File: config.mk
export PLATFORM = sky130hd
export DESIGN_NAME = key_ctrl
export DESIGN_NICKNAME = d
export VERILOG_FILES = /design/src/rtl/key_ctrl.sv
export SDC_FILE = /design/constraint.sdc
export NUM_CORES = 1
export LEC_CHECK = 0
export CORE_MARGIN = 1.5
export CORE_UTILIZATION = 35
export CTS_BUF_LIST = sky130_fd_sc_hd__clkbuf_8 sky130_fd_sc_hd__clkbuf_16
export DETAILED_ROUTE_END_ITERATION = 6
export GPL_TIMING_DRIVEN = 1
export SETUP_SLACK_MARGIN = 0.15
export SYNTH_ARGS = -nofsm -noshare
export SYNTH_HDL_FRONTEND = slang
export SYNTH_SLANG_ARGS = --single-unit
File: constraint.sdc
create_clock -name clk -period 3.3 [get_ports clk]
set_input_delay 0.66 -clock clk [delete_from_list [all_inputs] [get_ports clk]]
set_output_delay 0.66 -clock clk [all_outputs]
set_load 0.02 [all_outputs]
File: src/rtl/key_ctrl.sv
// Key front end for the time-setting path: synchronises and debounces the mode/add/sub
// buttons, emits one-cycle release pulses and holds the one-hot adjust-mode register.
module key_ctrl #(
  parameter int unsigned DEB_CYCLES  = 1_000_000,
  parameter int unsigned IDLE_CYCLES = 500_000_000
) (
  input  logic       clk,
  input  logic       rst_n,
  input  logic       key_mode,
  input  logic       key_add,
  input  logic       key_sub,
  output logic       btn_add,
  output logic       btn_sub,
  output logic [2:0] set
);

  localparam int unsigned DEB_W  = (DEB_CYCLES  > 1) ? $clog2(DEB_CYCLES)  : 1;
  localparam int unsigned IDLE_W = (IDLE_CYCLES > 1) ? $clog2(IDLE_CYCLES) : 1;
  localparam logic [DEB_W-1:0]  DEB_MAX  = DEB_W'(DEB_CYCLES - 1);
  localparam logic [IDLE_W-1:0] IDLE_MAX = IDLE_W'(IDLE_CYCLES - 1);

  typedef enum logic [2:0] {
    ST_RUN  = 3'b001,
    ST_MIN  = 3'b010,
    ST_HOUR = 3'b100
  } mode_e;

  logic [2:0] raw;
  logic [2:0] rel;
  logic [2:0] edge_k;
  logic       rel_mode, rel_add, rel_sub;
  logic       any_edge;

  assign raw = {key_sub, key_add, key_mode};

  for (genvar g = 0; g < 3; g++) begin : g_key
    logic             sync1_q, sync1_d;
    logic             sync2_q, sync2_d;
    logic             stable_q, stable_d;
    logic             prev_q, prev_d;
    logic [DEB_W-1:0] cnt_q, cnt_d;

    always_comb begin
      sync1_d  = raw[g];
      sync2_d  = sync1_q;
      prev_d   = stable_q;
      stable_d = stable_q;
      cnt_d    = '0;
      if (sync2_q != stable_q) begin
        if (cnt_q == DEB_MAX) begin
          stable_d = sync2_q;
        end else begin
          cnt_d = cnt_q + DEB_W'(1);
        end
      end
    end

    always_ff @(posedge clk or negedge rst_n) begin
      if (!rst_n) begin
        sync1_q  <= 1'b1;
        sync2_q  <= 1'b1;
        stable_q <= 1'b1;
        prev_q   <= 1'b1;
        cnt_q    <= '0;
      end else begin
        sync1_q  <= sync1_d;
        sync2_q  <= sync2_d;
        stable_q <= stable_d;
        prev_q   <= prev_d;
        cnt_q    <= cnt_d;
      end
    end

    // Events are taken from the registered stable level, one cycle after it settles.
    assign rel[g]    = stable_q & ~prev_q;
    assign edge_k[g] = stable_q ^ prev_q;
  end

  assign rel_mode = rel[0];
  assign rel_add  = rel[1];
  assign rel_sub  = rel[2];
  assign any_edge = |edge_k;

  mode_e             state_q, state_d;
  logic [IDLE_W-1:0] idle_q, idle_d;
  logic              btn_add_q, btn_add_d;
  logic              btn_sub_q, btn_sub_d;
  logic              timeout;

  always_comb begin
    state_d   = state_q;
    idle_d    = '0;
    btn_add_d = 1'b0;
    btn_sub_d = 1'b0;
    timeout   = (state_q != ST_RUN) && (idle_q == IDLE_MAX);

    if ((state_q != ST_RUN) && !any_edge && !timeout) begin
      idle_d = idle_q + IDLE_W'(1);
    end

    // A mode release outranks a coincident timeout.
    if (rel_mode) begin
      case (state_q)
        ST_RUN:  state_d = ST_MIN;
        ST_MIN:  state_d = ST_HOUR;
        default: state_d = ST_RUN;
      endcase
    end else if (timeout) begin
      state_d = ST_RUN;
    end

    btn_add_d = rel_add & ~rel_sub & ~rel_mode;
    btn_sub_d = rel_sub & ~rel_add & ~rel_mode;
  end

  always_ff @(posedge clk or negedge rst_n) begin
    if (!rst_n) begin
      state_q   <= ST_RUN;
      idle_q    <= '0;
      btn_add_q <= 1'b0;
      btn_sub_q <= 1'b0;
    end else begin
      state_q   <= state_d;
      idle_q    <= idle_d;
      btn_add_q <= btn_add_d;
      btn_sub_q <= btn_sub_d;
    end
  end

  assign btn_add = btn_add_q;
  assign btn_sub = btn_sub_q;
  assign set     = state_q;

endmodule

==> impl_metrics.ini <==
[worst_setup_path]
cp_top_family = buffers and inverters
r2r_cells = 5
cp_cell_sequence = clkdlybuf4s50_1
arrival_ps = 1510
cp_slowest_cell = clkdlybuf4s50_1
crit_end = set[0]
cp.depth = 1
worstReg2RegEnd = idle_q[3]
setup.worst_path.start = set[0]
path_class = flop to output port
critPathMaxFanout = 5
timing.rr.start = idle_q[0]
required_ps = 2640
cp-start-kind = flop
r2r_setup_slack_ps = 1260
worst-path-buf-inv = 1
endpoint_kind = output port
slowest_delay_ps = 600

[placement]
place_ws_ps = 1250
gp_congestion = 0.785
dpl_cell_area_um2 = 5410
dp_hpwl_um = 6420
io_buffers = 9

[synthesis]
async_flop_share = 1.00
syn_nets = 522
ys_ff_latch = 106
yosys_warnings = 0
synth_area_leader_cell = dfrtp_1
synth_ff_type = dfrtp_1
synth_cell_types = 48
synthTopCellsByArea = dfrtp_1 45%, xor2_1 8.0%, nor2_1 7.6%, dfstp_2 6.7%, xnor2_1 4.9%
ys_seq_area_frac = 0.520
avgSynthCellArea_um2 = 10.1
synth_area_um2 = 5130
synth_compound_area_frac = 0.0258
post_synth_mux_area_share = 0.00853
synth_top_area_share = 0.453
synth_edf_count = 0
synth-adder-area-share = 0.0171
synthCells = 510
synth_top_family_by_area = simple AND/OR/NAND/NOR gates
yosys.area_share.simple = 0.277
synth_xor_area_frac = 0.130

[final_layout]
finalNetCount = 533
register_area_um2 = 2670
fillers = 1443
antennaDiodeCount = 0
multi_input_area_um2 = 2350
drive_gt1_frac = 0.0970
syn2layout_area_growth_pct = 11.9
final_cell_area_um2 = 5740

[routing]
wirelength_um = 9420
drc = 0
wire_per_inst_um = 13.3
drt_first_pass_iters = 4
ant_nets = 0
drtIter0Drc = 217
route.vias.total = 3551
avgViaCountPerCell = 5.00

[die]
die_width_um = 124
die_h_um = 124
start_util = 0.356
num_rows = 44
core_um2 = 14400
fp.dieArea_um2 = 15400
io_pins = 10

[sta]
rsz0062_at_grt = no
slew_violations = 0
finalSetupViolations = 0
fin_crit_ps = 2170
setup_slack_ps = 1130
fin_crit_sh = 0.656
final_hold_viol_count = 0
slew_headroom = 0.441
skew_ps = 11.0
fmaxAchievable_mhz = 462
worstMarginPinSlew_ps = 831
setup-tns-final_ps = 0

[cts]
htreeDepth = 3
cts_sinks = 106
cts.path.max_buffers = 2
cts_hold_buf = 0
ctsResizeCount = 0
cts_setup_buffers = 0
cts_tree = built
cts_buffers = 9
clk_pin_slew_ps = 70
clock_latency_ps = 350
cts_root_buffer = clkbuf_16

[global_routing]
grt.total_usage = 0.137
grt_pass1_wl_um = 16600
grt_max_degree = 57
antenna_found_initial = 0
first_global_vias = 3588
grt-ovfl-total = 0

[run]
max-cap-violations = 0

[run_status]
outcome = complete, no violations

[power_and_ir_drop]
power_uw = 2580
p_per_area_nw_per_um2 = 449
p_leak_uw = 0.00243
worst_ir_drop_vdd_mv = 0.249

[hold_path]
hp-class = input port to asynchronous set/reset pin
==> cell families after synthesis <==
group | Yosys count
AND/OR/NAND/NOR | 275
flip-flops | 106
XOR/XNOR | 76
buffers and inverters | 23
AO/OA/AOI/OAI | 19
adder cells (fa/ha/maj) | 7
multiplexers | 4
==> cell type report <==
type,instances,area share
Clock inverter,7,0.0187
Clock buffer,9,0.0392
Timing Repair Buffer,11,0.0200
Multi-Input combinational cell,381,0.409
Sequential cell,106,0.465
Inverter,12,0.00784
Tap cell,184,0.0401
==> power by group <==
part	internal (µW)	switching, µW
Combinational	17.7	44.0
Sequential	1310	11.7
Clock	680	513
==> how the worst min path moves through the flow <==
stage / slack (ps) / endpoint / cells after the start / startpoint
3_5_place_dp: 350 / g_key[1].sync2_q / 0 / g_key[1].sync1_q
5_1_grt: 130 / idle_q[25] / 1 / rst_n
3_3_place_gp: 350 / g_key[0].sync2_q / 0 / g_key[0].sync1_q
4_1_cts: 120 / idle_q[25] / 1 / rst_n
6_report: 140 / idle_q[25] / 1 / rst_n
2_1_floorplan: 350 / g_key[0].sync2_q / 0 / g_key[0].sync1_q
==> routing by layer <==
layer / up-vias / global-route usage / share of wire
met5: - / 0 / 0
met4: 0 / 0.0334 / 0.0099
met3: 5 / 0.0426 / 0.038
met2: 39 / 0.224 / 0.47
met1: 1753 / 0.179 / 0.48
li1: 1754 / - / -
==> per-stage QoR <==
stage,cells,util,hold WS [ps]
2_1_floorplan,510,-,345
3_3_place_gp,694,0.375,346
3_5_place_dp,694,0.375,347
4_1_cts,710,0.398,125
5_1_grt,710,0.398,127
6_report,710,0.398,135
==> placed cells by master, fill, tap and decap left out, drive strengths merged, types with 13 or more instances in the layout <==
master and instances:
and3 14, nand3 44, inv 15, dfstp 13, nand2 33, dfrtp 93
xnor2 29, nand4 21, nor2 105, xor2 47
==> sequential cells by signal (all words and copies together) (netlist names) <==
register,cells
btn_add,1
g_key.sync1_q,3
g_key.cnt_q,60
idle_q,29
set,3
g_key.sync2_q,3
g_key.prev_d,3
btn_sub,1
g_key.prev_q,3
==> cells in the mapped netlist, drive strengths merged (4+ instances only) <==
cell and instances:
dfrtp 93, nor4 9, nand2 33, dfstp 13
and3 14, buf 9, nor4b 4, nand4 21
and2 4, ha 7, o21ai 7, xor2 47
nand3 44, nor3b 5, a21oi 5, and4 4
xnor2 29, nor2 105, or2 6, nor3 11
inv 12
Power figures use the tool's default switching activity.
